`src/rtl/ip4_rtl_spa_opc_if.sv`:
```
// -----------------------------------------------------------------------------
// ip4_rtl_spa_opc_if
// Bundles every signal between the operand collector and its three neighbours:
// the issue stage, the register-file read port and the SPA operand port.
//
// Groups
//   issue : flush, iss_valid, iss_ready, iss_op, iss_ra, iss_rmask, iss_imm
//   RF    : rd_en, rd_addr, rd_data (rd_data valid exactly 1 cycle after rd_en)
//   SPA   : spa_valid, spa_ready, spa_op, spa_opnd
//   status: busy
//
// Modports
//   master : the collector (drives iss_ready, rd_*, spa_valid/op/opnd, busy)
//   slave  : the environment (issue stage, RF, SPA)
//
// Handshakes: a transfer happens on a rising clk edge where valid and ready are
// both high. The sender holds valid and its payload stable until that transfer,
// and valid never depends combinationally on ready.
// -----------------------------------------------------------------------------
interface ip4_rtl_spa_opc_if #(
   parameter int WORD_W = 32,
   parameter int RF_AW  = 8,
   parameter int OPC_W  = 8
);
   logic                flush;
   logic                iss_valid;
   logic                iss_ready;
   logic [OPC_W-1:0]    iss_op;
   logic [4*RF_AW-1:0]  iss_ra;
   logic [3:0]          iss_rmask;
   logic [WORD_W-1:0]   iss_imm;
   logic                rd_en;
   logic [RF_AW-1:0]    rd_addr;
   logic [WORD_W-1:0]   rd_data;
   logic                spa_valid;
   logic                spa_ready;
   logic [OPC_W-1:0]    spa_op;
   logic [4*WORD_W-1:0] spa_opnd;
   logic                busy;

   modport master (
      input  flush, iss_valid, iss_op, iss_ra, iss_rmask, iss_imm,
      input  rd_data, spa_ready,
      output iss_ready, rd_en, rd_addr, spa_valid, spa_op, spa_opnd, busy
   );

   modport slave (
      output flush, iss_valid, iss_op, iss_ra, iss_rmask, iss_imm,
      output rd_data, spa_ready,
      input  iss_ready, rd_en, rd_addr, spa_valid, spa_op, spa_opnd, busy
   );
endinterface

```
`src/rtl/ip4_rtl_spa_opc.sv`:
```
// -----------------------------------------------------------------------------
// ip4_rtl_spa_opc
// Operand collector for the stream processor array. Accepts one decoded
// instruction from the issue stage, reads its RF-sourced operands one per cycle
// over a single RF read port (lowest pending slot first), fills the remaining
// slots from the immediate, and offers {op, op0..op3} to the SPA.
//
// Ports
//   clk         : core clock
//   rst_n       : asynchronous active-low reset
//   bus         : ip4_rtl_spa_opc_if.master (issue, RF read, SPA, busy)
//   o_dbg_state : current FSM state (0 IDLE, 1 READ, 2 DRAIN, 3 ISSUE)
// -----------------------------------------------------------------------------
module ip4_rtl_spa_opc #(
   parameter int WORD_W  = 32,
   parameter int NUM_OPS = 4,
   parameter int RF_AW   = 8,
   parameter int OPC_W   = 8
) (
   input  logic                          clk,
   input  logic                          rst_n,
   ip4_rtl_spa_opc_if.master             bus,
   output logic [1:0]                    o_dbg_state
);

   typedef enum logic [1:0] {
      S_IDLE  = 2'd0,
      S_READ  = 2'd1,
      S_DRAIN = 2'd2,
      S_ISSUE = 2'd3
   } state_t;

   state_t                       r_state;
   state_t                       w_next;
   logic [OPC_W-1:0]             r_op;
   logic [NUM_OPS*RF_AW-1:0]     r_ra;
   logic [NUM_OPS-1:0]           r_pend;
   logic [NUM_OPS*WORD_W-1:0]    r_opnd;
   // Slot-index pipe: remembers which slot the previous cycle's read targets.
   logic                         r_cap_vld;
   logic [1:0]                   r_cap_slot;

   logic [1:0]                   w_slot;
   logic                         w_found;
   logic [NUM_OPS-1:0]           w_pend_nxt;
   logic                         w_accept;
   logic                         w_rd_en;
   logic                         w_spa_valid;

   // Lowest pending slot and the pending mask once it has been read.
   always_comb begin
      w_slot  = '0;
      w_found = 1'b0;
      for (int i = 0; i < NUM_OPS; i++) begin
         if (r_pend[i] && !w_found) begin
            w_slot  = 2'(i);
            w_found = 1'b1;
         end
      end
      w_pend_nxt = r_pend & ~(NUM_OPS'(1) << w_slot);
   end

   always_comb begin
      w_next      = r_state;
      w_accept    = 1'b0;
      w_rd_en     = 1'b0;
      w_spa_valid = 1'b0;
      case (r_state)
         S_IDLE: begin
            // flush is ignored here, so a same-cycle instruction still enters.
            if (bus.iss_valid) begin
               w_accept = 1'b1;
               w_next   = (bus.iss_rmask == '0) ? S_ISSUE : S_READ;
            end
         end
         S_READ: begin
            w_rd_en = 1'b1;
            if (bus.flush)               w_next = S_IDLE;
            else if (w_pend_nxt == '0)   w_next = S_DRAIN;
         end
         S_DRAIN: begin
            w_next = bus.flush ? S_IDLE : S_ISSUE;
         end
         S_ISSUE: begin
            w_spa_valid = 1'b1;
            // A transfer coinciding with flush still counts as delivered.
            if (bus.flush || bus.spa_ready) w_next = S_IDLE;
         end
         default: w_next = S_IDLE;
      endcase
   end

   always_ff @(posedge clk or negedge rst_n) begin
      if (!rst_n) begin
         r_state    <= S_IDLE;
         r_op       <= '0;
         r_ra       <= '0;
         r_pend     <= '0;
         r_opnd     <= '0;
         r_cap_vld  <= 1'b0;
         r_cap_slot <= '0;
      end else begin
         r_state    <= w_next;
         // A read issued in a flush cycle is never captured.
         r_cap_vld  <= w_rd_en && !bus.flush;
         r_cap_slot <= w_slot;
         if (w_accept) begin
            r_op   <= bus.iss_op;
            r_ra   <= bus.iss_ra;
            r_pend <= bus.iss_rmask;
            // RF slots are zeroed so nothing from an abandoned instruction survives.
            for (int i = 0; i < NUM_OPS; i++) begin
               r_opnd[i*WORD_W +: WORD_W] <= bus.iss_rmask[i] ? '0 : bus.iss_imm;
            end
         end else begin
            if (r_state == S_READ) r_pend <= w_pend_nxt;
            if (bus.flush && r_state != S_IDLE) r_pend <= '0;
            if (r_cap_vld && !bus.flush) begin
               r_opnd[int'(r_cap_slot)*WORD_W +: WORD_W] <= bus.rd_data;
            end
         end
      end
   end

   assign bus.iss_ready = (r_state == S_IDLE);
   assign bus.busy      = (r_state != S_IDLE);
   assign bus.rd_en     = w_rd_en;
   assign bus.rd_addr   = w_rd_en ? r_ra[int'(w_slot)*RF_AW +: RF_AW] : '0;
   assign bus.spa_valid = w_spa_valid;
   assign bus.spa_op    = r_op;
   assign bus.spa_opnd  = r_opnd;
   assign o_dbg_state   = r_state;

endmodule

```
`src/flat_wrapper.sv`:
```
// flat-port wrapper written by rule: the top's interface ports become plain ports
module ip4_rtl_spa_opc_flat 
#(
   parameter int WORD_W  = 32,
   parameter int NUM_OPS = 4,
   parameter int RF_AW   = 8,
   parameter int OPC_W   = 8
)
  (clk, rst_n, o_dbg_state, bus_flush, bus_iss_valid, bus_iss_op, bus_iss_ra, bus_iss_rmask, bus_iss_imm, bus_rd_data, bus_spa_ready, bus_iss_ready, bus_rd_en, bus_rd_addr, bus_spa_valid, bus_spa_op, bus_spa_opnd, bus_busy);
  ip4_rtl_spa_opc_if #(.WORD_W(WORD_W), .RF_AW(RF_AW), .OPC_W(OPC_W)) bus_i ();
  input  logic clk;
  input  logic rst_n;
  output logic [1:0] o_dbg_state;
  input wire logic [$bits(bus_i.flush)-1:0] bus_flush;
  input wire logic [$bits(bus_i.iss_valid)-1:0] bus_iss_valid;
  input wire logic [$bits(bus_i.iss_op)-1:0] bus_iss_op;
  input wire logic [$bits(bus_i.iss_ra)-1:0] bus_iss_ra;
  input wire logic [$bits(bus_i.iss_rmask)-1:0] bus_iss_rmask;
  input wire logic [$bits(bus_i.iss_imm)-1:0] bus_iss_imm;
  input wire logic [$bits(bus_i.rd_data)-1:0] bus_rd_data;
  input wire logic [$bits(bus_i.spa_ready)-1:0] bus_spa_ready;
  output wire logic [$bits(bus_i.iss_ready)-1:0] bus_iss_ready;
  output wire logic [$bits(bus_i.rd_en)-1:0] bus_rd_en;
  output wire logic [$bits(bus_i.rd_addr)-1:0] bus_rd_addr;
  output wire logic [$bits(bus_i.spa_valid)-1:0] bus_spa_valid;
  output wire logic [$bits(bus_i.spa_op)-1:0] bus_spa_op;
  output wire logic [$bits(bus_i.spa_opnd)-1:0] bus_spa_opnd;
  output wire logic [$bits(bus_i.busy)-1:0] bus_busy;
  assign bus_i.flush = bus_flush;
  assign bus_i.iss_valid = bus_iss_valid;
  assign bus_i.iss_op = bus_iss_op;
  assign bus_i.iss_ra = bus_iss_ra;
  assign bus_i.iss_rmask = bus_iss_rmask;
  assign bus_i.iss_imm = bus_iss_imm;
  assign bus_i.rd_data = bus_rd_data;
  assign bus_i.spa_ready = bus_spa_ready;
  assign bus_iss_ready = bus_i.iss_ready;
  assign bus_rd_en = bus_i.rd_en;
  assign bus_rd_addr = bus_i.rd_addr;
  assign bus_spa_valid = bus_i.spa_valid;
  assign bus_spa_op = bus_i.spa_op;
  assign bus_spa_opnd = bus_i.spa_opnd;
  assign bus_busy = bus_i.busy;
  ip4_rtl_spa_opc #(.WORD_W(WORD_W), .NUM_OPS(NUM_OPS), .RF_AW(RF_AW), .OPC_W(OPC_W)) u_core (.clk(clk), .rst_n(rst_n), .bus(bus_i), .o_dbg_state(o_dbg_state));
endmodule
```
`config.mk`:
```
export PLATFORM = sky130hd
export DESIGN_NAME = ip4_rtl_spa_opc_flat
export DESIGN_NICKNAME = d
export VERILOG_FILES = /design/src/rtl/ip4_rtl_spa_opc_if.sv /design/src/rtl/ip4_rtl_spa_opc.sv /design/src/flat_wrapper.sv
export SDC_FILE = /design/constraint.sdc
export NUM_CORES = 1
export LEC_CHECK = 0
export ABC_AREA = 1
export BUFFER_PORTS_ARGS = -buffer_cell sky130_fd_sc_hd__buf_4
export CORE_MARGIN = 4
export CORE_UTILIZATION = 48
export DETAILED_ROUTE_END_ITERATION = 10
export PLACE_DENSITY = 0.77
export SLEW_MARGIN = 5
export SYNTH_ARGS = -nofsm -noshare
export SYNTH_HDL_FRONTEND = slang
export SYNTH_SLANG_ARGS = --single-unit
export TNS_END_PERCENT = 5
```
`constraint.sdc`:
```
create_clock -name clk -period 2.43 [get_ports clk]
set_clock_uncertainty 0.15 [all_clocks]
set_input_delay 0.3645 -clock clk [delete_from_list [all_inputs] [get_ports clk]]
set_output_delay 0.3645 -clock clk [all_outputs]
set_load 0.01 [all_outputs]
```
### Word-level counts from Yosys, hierarchy flattened

Index checks and enable logic that the tools add are counted.
W data, S select, Z words.

* add/subtract/negate cells: 1
* equality and inequality tests: 6
* shifts and indexed selects: 4
* muxes and demuxes: 28
* bitwise gates (word level): 2
* reductions and logical operators: 18

Operators with widths (count)
* $mux W128: 2
* $bwmux W128: 1
* $mux W32: 4
* $shift A32 B33 Y128 const A: 1
* $shiftx A32 B33 Y128: 1
* $neg A7 Y33: 1
* $shiftx A32 B6 Y8: 1
* $mux W2: 8
* $mux W4: 3
* $logic_not A4 Y1: 2
* $mux W1: 8
* $mux W8: 1
* $pmux W2 S4: 1
* $logic_and A1 B1 Y1: 6
* $and A4 B4 Y4: 1
* $eq A2 B2 Y1 const B: 2
* $logic_not A1 Y1: 4
* $not A4 Y4: 1
* $reduce_bool A2 Y1: 2
* $shl A1 B2 Y4 const A: 1
* $ne A3 B2 Y1 const B: 1
* $reduce_and A3 Y1: 1
* $reduce_bool A3 Y1: 1
* $eq A2 B1 Y1 const B: 1
* 4 further kinds: 4

* register bits: 177
* input bits: 113
* output and inout bits: 150
* logic and storage cells: 66

### Depth between registers and ports, before layout

Gate-level depths: netlist of run 1.

* depth after elaboration: 17
* gate-level depth with buffers: 11
* depth with buffers taken out: 8

### Worst setup path before layout of run 1

OpenSTA, ideal clock, no wires.

* path type: reg-to-reg
* start: reg u_core.r_cap_slot[0]
* end: reg u_core.r_opnd[107], in the netlist u_core.bus.spa_opnd[107]
* setup time: 0.071 ns
* arrival: 2.096 ns
* required time: 2.209 ns
* slack: 0.112 ns
* cell stages (with the launch flop): 11
* buffers on the path: 4
* clock period less this slack: 2.318 ns
* path through: dfrtp_1 buf_2 clkbuf_1 inv_1 ha_1 or2_2 clkbuf_1 clkbuf_1 nor3_1 nor2_1 nor2_1

* word-level cells in the longest chain between the ends: 5
* elaborated cells on any way between the ends: 6
* those cells by class: 1 x add/sub; 2 x shift; 3 x mux

Ends and longest elaborated chain
* start, declared: line ip4_rtl_spa_opc.sv:41 `logic [1:0] r_cap_slot;`
* start signal, assigned: line ip4_rtl_spa_opc.sv:106 `r_cap_slot <= w_slot;`
* $neg A7 Y33 (*): line ip4_rtl_spa_opc.sv:119 `r_opnd[int'(r_cap_slot)*WORD_W +: WORD_W] <= bus.rd_data;`
* $shiftx A32 B33 Y128 / $shift A32 B33 Y128 (equally long branches): line ip4_rtl_spa_opc.sv:119
* $bwmux W128 (*): line ip4_rtl_spa_opc.sv:119
* $mux W128 (*): line ip4_rtl_spa_opc.sv:118 `if (r_cap_vld && !bus.flush) begin`
* $mux W128 (*): line ip4_rtl_spa_opc.sv:107 `if (w_accept) begin`
* end signal, assigned by index: line ip4_rtl_spa_opc.sv:113 `r_opnd[i*WORD_W +: WORD_W] <= bus.iss_rmask[i] ? '0 : bus.iss_imm;`
* end signal, assigned by index: line ip4_rtl_spa_opc.sv:119
* end, declared: line ip4_rtl_spa_opc.sv:38 `logic [NUM_OPS*WORD_W-1:0] r_opnd;`

Every way passes the cells marked *; elsewhere a longest branch is shown, timed or not. The select of a mux whose other input is x is not followed.
A chain may end at the register's enable or synchronous reset.

### Final worst setup path of run 1

* start: reg u_core.r_pend[0]
* end: out bus_rd_addr[2]

* word-level cells in the longest chain between the ends: 12
* elaborated cells on any way between the ends: 14
* those cells by class: 1 x shift; 7 x mux; 6 x reduce/logical

Ends and longest elaborated chain
* start, declared: line ip4_rtl_spa_opc.sv:37 `logic [NUM_OPS-1:0] r_pend;`
* start signal, assigned: line ip4_rtl_spa_opc.sv:110 `r_pend <= bus.iss_rmask;`
* start signal, assigned: line ip4_rtl_spa_opc.sv:116 `if (r_state == S_READ) r_pend <= w_pend_nxt;`
* $mux W1 (*): line ip4_rtl_spa_opc.sv:55 `if (r_pend[i] && !w_found) begin`
* $logic_not A1 Y1: line ip4_rtl_spa_opc.sv:55
* $logic_and A1 B1 Y1: line ip4_rtl_spa_opc.sv:55
* $mux W1: line ip4_rtl_spa_opc.sv:55
* $logic_not A1 Y1: line ip4_rtl_spa_opc.sv:55
* $logic_and A1 B1 Y1: line ip4_rtl_spa_opc.sv:55
* $mux W1: line ip4_rtl_spa_opc.sv:55
* $logic_not A1 Y1: line ip4_rtl_spa_opc.sv:55
* $logic_and A1 B1 Y1: line ip4_rtl_spa_opc.sv:55
* $mux W2 (*): line ip4_rtl_spa_opc.sv:55
* $shiftx A32 B6 Y8 (*): line ip4_rtl_spa_opc.sv:128 `assign bus.rd_addr = w_rd_en ? r_ra[int'(w_slot)*RF_AW +: RF_AW] : '0;`
* $mux W8 (*): line ip4_rtl_spa_opc.sv:128
* end, declared: line flat_wrapper.sv:24 `output wire logic [$bits(bus_i.rd_addr)-1:0] bus_rd_addr;`

Every way passes the cells marked *; elsewhere a longest branch is shown, timed or not.

==> impl_metrics.toml, run 1 <==
[run_status]
status = "finished clean"

[yosys]
synth_ff_type = "sky130_fd_sc_hd__dfrtp_1"
yosys.area_share.adder_pct = 0.523
synth_simple_gate_area_share_pct = 39.5
synth.top_cells.by_area = "sky130_fd_sc_hd__dfrtp_1, sky130_fd_sc_hd__nand2_1, sky130_fd_sc_hd__nor2_1"
synthMostInstantiatedCell = "sky130_fd_sc_hd__nand2_1"
post_synth_mux_area_share_pct = 0
yosys.cell_types.count = 26
seq_area_frac_synth_pct = 46.3
synth_seq_cells = 177
postSynthAreaPerCell_um2 = 6.98
synth_enable_flop_cells = 0
synth_top_family_by_area = "simple AND/OR/NAND/NOR gates"
synth_area_leader_cell = "sky130_fd_sc_hd__dfrtp_1"
post_synth_inst_count = 1372
syn-num-nets = 1489
synth-compound-area-share_pct = 6.88
netlist_area_um2 = 9570
synth_top_cells_by_count = "sky130_fd_sc_hd__nand2_1, sky130_fd_sc_hd__nor2_1, sky130_fd_sc_hd__dfrtp_1"
xor_xnor_share_of_the_synthesized_area_pct = 0
share_of_flip_flops_with_an_asynchronous_set_or_reset_after_synthesis_pct = 100
synth_top_area_share_pct = 46.3
yosysWarningCount = 0

[global_route]
grt_max_degree = 71
grt.overflow.total = 0
grt_pass1_vias = 10200
grt_pass1_wl_um = 52300
antenna_found_initial = 0
track_usage_pct = 29.4

[sta]
final_period_minus_worst_setup_slack_ns = 2.32
slew_violations = 0
finalSetupTns_ns = 0
transition_at_the_pin_with_the_smallest_max_transition_slack_ns = 0.779
period_share_pct = 95.5
rsz0062_at_grt = "false"
finalSetupViolCount = 0
maximum_achievable_frequency_ghz = 0.431
max_slew_margin_pct = 48.0
hold_ws_ns = 0.00557
setup_ws_ns = 0.108
final_hold_violation_count = 0

[floorplanning]
overall_die_width_um = 149
placement_rows = 51
placeableCoreArea_um2 = 19500
io-pin-count = 263
initial_core_util_pct = 49.0
dieArea_um2 = 22300
die_y_um = 149

[drt]
viasPerCell = 5.38
drt.antenna.violating_nets = 0
drc = 0
drt_iter0_markers = 1022
drt_pass1_iterations = 7
vias_post_dr = 10400
detail_route.wl_per_cell_um = 17.0
wire_length_reported_by_the_detailed_router_um = 32800

[cts]
insertion_delay_ns = 0.43
cts.reportedPaths.clkPinSlew_ns = 0.07
cts_htree_levels = 4
cts_inserted_buffers = 17
cts_tree = "built"
cts_max_path_buffers = 2
clkSinkCount = 177
cts.root.buffer_cell = "sky130_fd_sc_hd__clkbuf_16"

[hold_path]
hp-class = "in2reg"
hold_path_startpoint = "bus_iss_ra[8]"

[pwr]
power.density_nw_per_um2 = 1250
power.ir.vdd_worst_uv = 627
p_leak_nw = 6.46

[place]
detailed_place.area_um2 = 11900
port_buffers = 262
place_hpwl_um = 22000
dp_slack_ns = 0.255
routabilityCongestion = 0.887

[critical_path]
crit_path_start_kind = "flop"
setup.worst_path.start = "u_core.r_pend[0]$_DFFE_PN0P_"
worst-endpoint-required_ns = 1.92
setup.worst_path.class = "reg2out"
worstReg2RegStart = "u_core.r_cap_slot[0]$_DFF_PN0_"
crit_fanout = 6
crit_arrival_ns = 1.81
setup.worst_path.end_class = "primary output"

[cells_and_area]
layout-drive-gt1-share_pct = 22.9
fill_cells = 1666
finish.net_count = 1763
post-route-util_pct = 66.3
final_design_area_no_fill_um2 = 12900
antennaDiodeCount = 0
area_growth_pct = 35.2

[job]
timing.max_cap.violations = 0
## cell type report
class                           count  area (µm²)  share of cell area [%]
Timing Repair Buffer              343        2740                    21.2
Clock inverter                     15         199                    1.54
Multi-Input combinational cell   1040        4560                    35.2
Inverter                           67         251                    1.94
Tap cell                          265         332                    2.56
Sequential cell                   177        4430                    34.3
Clock buffer                       17         425                    3.29
## repair_timing
item,4_1_cts,5_1_grt
setup buffers,0,3
endpoints found under the setup margin,8,8
endpoints found under the hold margin,77,0
pin swaps,0,1
hold buffers,39,0
resized for setup,7,5
## critical path, cell delays in order (launching register included)
cell                      delay, ns
sky130_fd_sc_hd__dfrtp_2       0.46
sky130_fd_sc_hd__nor2_4        0.14
sky130_fd_sc_hd__buf_4         0.13
sky130_fd_sc_hd__o21ai_2       0.07
sky130_fd_sc_hd__buf_4         0.17
sky130_fd_sc_hd__nand3_1       0.08
sky130_fd_sc_hd__nand3_1       0.07
sky130_fd_sc_hd__nand2_1       0.06
sky130_fd_sc_hd__inv_1         0.05
sky130_fd_sc_hd__buf_4         0.13
## registers in the layout, indices dropped and copies added (netlist names)
| register | count |
|---|---|
| u_core.bus.spa_op | 8 |
| u_core.bus.spa_opnd | 128 |
| u_core.o_dbg_state | 2 |
| u_core.r_cap_slot | 2 |
| u_core.r_cap_vld | 1 |
| u_core.r_pend | 4 |
| u_core.r_ra | 32 |
## worst paths after layout
kind                                                        end  depth (start not counted)  slack [ns]
max                                              bus_rd_addr[2]                          9        0.11
min                                  u_core.r_ra[8]$_DFFE_PN0P_                          3       0.006
max reg2reg                u_core.bus.spa_opnd[125]$_DFFE_PN0P_                          6        0.22
min reg2reg                          u_core.r_ra[9]$_DFFE_PN0P_                          2        0.33
max in group asynchronous          u_core.r_pend[2]$_DFFE_PN0P_                          3        1.08
min in group asynchronous  u_core.bus.spa_opnd[111]$_DFFE_PN0P_                          2        0.27
## metrics by stage
stage,power [W],instances
final,0.0162,1924
after detailed placement,0.0130,1850
after floorplan,0.00936,1372
after CTS,0.0161,1921
after global routing,0.0173,1924
after global placement,0.0129,1850
## layout by cell type, fill, tap and decap left out, drive strengths merged
master and count:
nand2 567, buf 304, nor2 219, dfrtp 177, nand3 95, o21ai 77
inv 73, dlygate4sd3 39, a31oi 32, nor3 32, clkbuf 17, a21oi 9
ha 4, clkinv 3, clkinvlp 3, bufinv 3, o22ai 2, nand4 1
o211ai 1, or2 1
## where the power goes
part	switching, W	leakage (nW)	internal (W)
logic	0.00478	3.93	0.00319
registers	0.000964	2.24	0.00429
clock network	0.00130	0.296	0.00165
total	0.00704	6.46	0.00914
## kinds of logic after synthesis
logic type	count (synthesis)
buf+inv	155
fa+ha+maj	4
simple gates	915
flops	177
compound gates	121
## per-layer routing
layer / wire, µm / up-vias / GRT usage, % / share of wire [%]
met5: 0 / - / 0 / 0
met4: 1090 / 0 / 12.2 / 3.3
met3: 3320 / 90 / 5.80 / 10
met2: 15300 / 568 / 47.6 / 47
met1: 13000 / 4854 / 38.9 / 40
li1: - / 4842 / - / -
Power figures use the tool's default switching activity.
==> run 2, diff against run 1 <==
- RECOVER_POWER: unset -> 100
==> run 2 against run 1 <==
  * Sequential power hardly changed
  * Critical path depth is the same
  * Power shrank 5.5%
  * Via count is 0.34% higher
  * Routed wire length barely moved
  * Clock power barely moved
  * Die area unchanged
  * Count of clock-buffer cells in the layout is the same
  * Worst setup slack worse by 0.0089 ns
  * First-iteration DRC count up 2.3%
  * Final cell count is the same
  * Sequential share of layout area rose by 1.6 points
==> impl_metrics.toml, run 2 (same netlist as run 1, synthesis figures left out) <==
[global_route]
grt.overflow.total = 0
antenna_found_initial = 0
track_usage_pct = 29.4
grt_pass1_vias = 10200
grt_pass1_wl_um = 52300
grt_max_degree = 71

[cells_and_area]
layout_common_cells = "sky130_fd_sc_hd__nand2_1, sky130_fd_sc_hd__nor2_1, sky130_fd_sc_hd__dfrtp_1"
finish.net_count = 1763
area_growth_pct = 29.1
layout.cells.most_common = "sky130_fd_sc_hd__nand2_1"
layout-drive-gt1-share_pct = 14.2
largest_register_ffs = 128
antennaDiodeCount = 0
post-route-util_pct = 63.3

[place]
port_buffers = 262
routabilityCongestion = 0.887
dp_slack_ns = 0.255
place_hpwl_um = 22000

[critical_path]
setup.worst_path.end_class = "primary output"
setup.worst_path.class = "reg2out"
crit_fanout = 6
crit_path_start_kind = "flop"
worst-endpoint-required_ns = 1.92
setup.worst_path.start = "u_core.r_pend[0]$_DFFE_PN0P_"
worstReg2RegStart = "u_core.r_cap_slot[0]$_DFF_PN0_"
crit_arrival_ns = 1.82

[sta]
transition_at_the_pin_with_the_smallest_max_transition_slack_ns = 1.11
finalSetupTns_ns = 0
maximum_achievable_frequency_ghz = 0.429
max_slew_margin_pct = 25.9
final_period_minus_worst_setup_slack_ns = 2.33
final_hold_violation_count = 0
period_share_pct = 95.9
finalSetupViolCount = 0
slew_violations = 0
rsz0062_at_grt = "false"
setup_ws_ns = 0.0994

[pwr]
power.density_nw_per_um2 = 1240
p_int_w = 0.00828
power_frac_seq_pct = 34.1
power.ir.vdd_worst_uv = 612
p_total_w = 0.0153
share_of_power_burned_in_combinational_logic_pct = 46.6
clock_power_share_pct = 19.3
net-switching-power_w = 0.00702
p_leak_nw = 5.90
switching_share_pct = 45.9

[drt]
drt_pass1_iterations = 5
wire_length_reported_by_the_detailed_router_um = 32800
drc = 0
met3_routed_wl_um = 3460
m1WireLength_um = 12900
top_layer_used = "met4"
detail_route.wl_per_cell_um = 17.0
viasPerCell = 5.40
drt_iter0_markers = 1046
drt.antenna.violating_nets = 0
routed-wl-met2_um = 15200
vias_post_dr = 10400

[hold_path]
hold_path_startpoint = "bus_iss_ra[8]"
hp-class = "in2reg"

[cts]
cts.root.buffer_cell = "sky130_fd_sc_hd__clkbuf_16"
insertion_delay_ns = 0.44
clkSinkCount = 177
cts.reportedPaths.clkPinSlew_ns = 0.07
cts_inserted_buffers = 17
cts_max_path_buffers = 2
cts_tree = "built"
cts_htree_levels = 4

[floorplanning]
placeableCoreArea_um2 = 19500
dieArea_um2 = 22300
overall_die_width_um = 149
die_y_um = 149
placement_rows = 51
io-pin-count = 263
initial_core_util_pct = 49.0

[job]
timing.max_cap.violations = 0

[run_status]
status = "finished clean"
## run 2: layout make-up
cell class	instances	area (µm²)
fillers	1860	7170
multi-input cells	1040	4550
flip-flops and latches	177	4430
clock buffers	17	425
inverters	67	251
well taps	265	332
clock inverters	15	199
repair buffers	343	2160
## run 2: final timing paths
path	end	slack [ns]	depth (start not counted)
worst max-delay path	bus_rd_addr[2]	0.1	9
worst min-delay path	u_core.r_ra[8]$_DFFE_PN0P_	0.003	3
worst max register to register	u_core.bus.spa_opnd[46]$_DFFE_PN0P_	0.14	7
worst min register to register	u_core.r_ra[9]$_DFFE_PN0P_	0.33	2
max in group asynchronous	u_core.r_pend[2]$_DFFE_PN0P_	0.34	3
min in group asynchronous	u_core.bus.spa_opnd[114]$_DFFE_PN0P_	0.52	2
## run 2: worst max-delay path, stage by stage, from the launching register on
cell and delay, ns:
sky130_fd_sc_hd__dfrtp_2 0.46, sky130_fd_sc_hd__nor2_4 0.14, sky130_fd_sc_hd__buf_4 0.13, sky130_fd_sc_hd__o21ai_2 0.07
sky130_fd_sc_hd__buf_4 0.17, sky130_fd_sc_hd__nand3_1 0.08, sky130_fd_sc_hd__nand3_1 0.07, sky130_fd_sc_hd__nand2_1 0.06
sky130_fd_sc_hd__inv_1 0.05, sky130_fd_sc_hd__buf_4 0.14
## run 2: power groups by stage
stage / Sequential, W / Combinational (W) / Clock, W
after floorplan: 0.00548 / 0.00389 / 0
after global placement: 0.00526 / 0.00760 / 0
after detailed placement: 0.00525 / 0.00777 / 0
after CTS: 0.00524 / 0.00786 / 0.00297
after global routing: 0.00537 / 0.00791 / 0.00309
final: 0.00522 / 0.00712 / 0.00295
## run 2: stage by stage
stage | std cells | hold WS (ns) | cell area (µm²)
2_1_floorplan | 1372 | -0.0811 | 9570
4_1_cts | 1921 | 0.00506 | 12900
3_3_place_gp | 1850 | 0.172 | 11900
3_5_place_dp | 1850 | 0.170 | 11900
5_1_grt | 1924 | 0.0169 | 12400
6_report | 1924 | 0.00311 | 12400
## run 2: repair_timing
item,CTS,global route
hold buffers,39,0
hold endpoints to repair,77,0
resized for setup,7,5
pin swaps,0,1
setup endpoints to repair,8,8
gates cloned,0,0
setup buffers,0,3
## run 2: metal layers
metal,vias up,GRT usage [%]
met5,-,0
met4,0,12.2
li1,4850,-
met3,93,5.80
met2,591,47.6
met1,4855,38.9
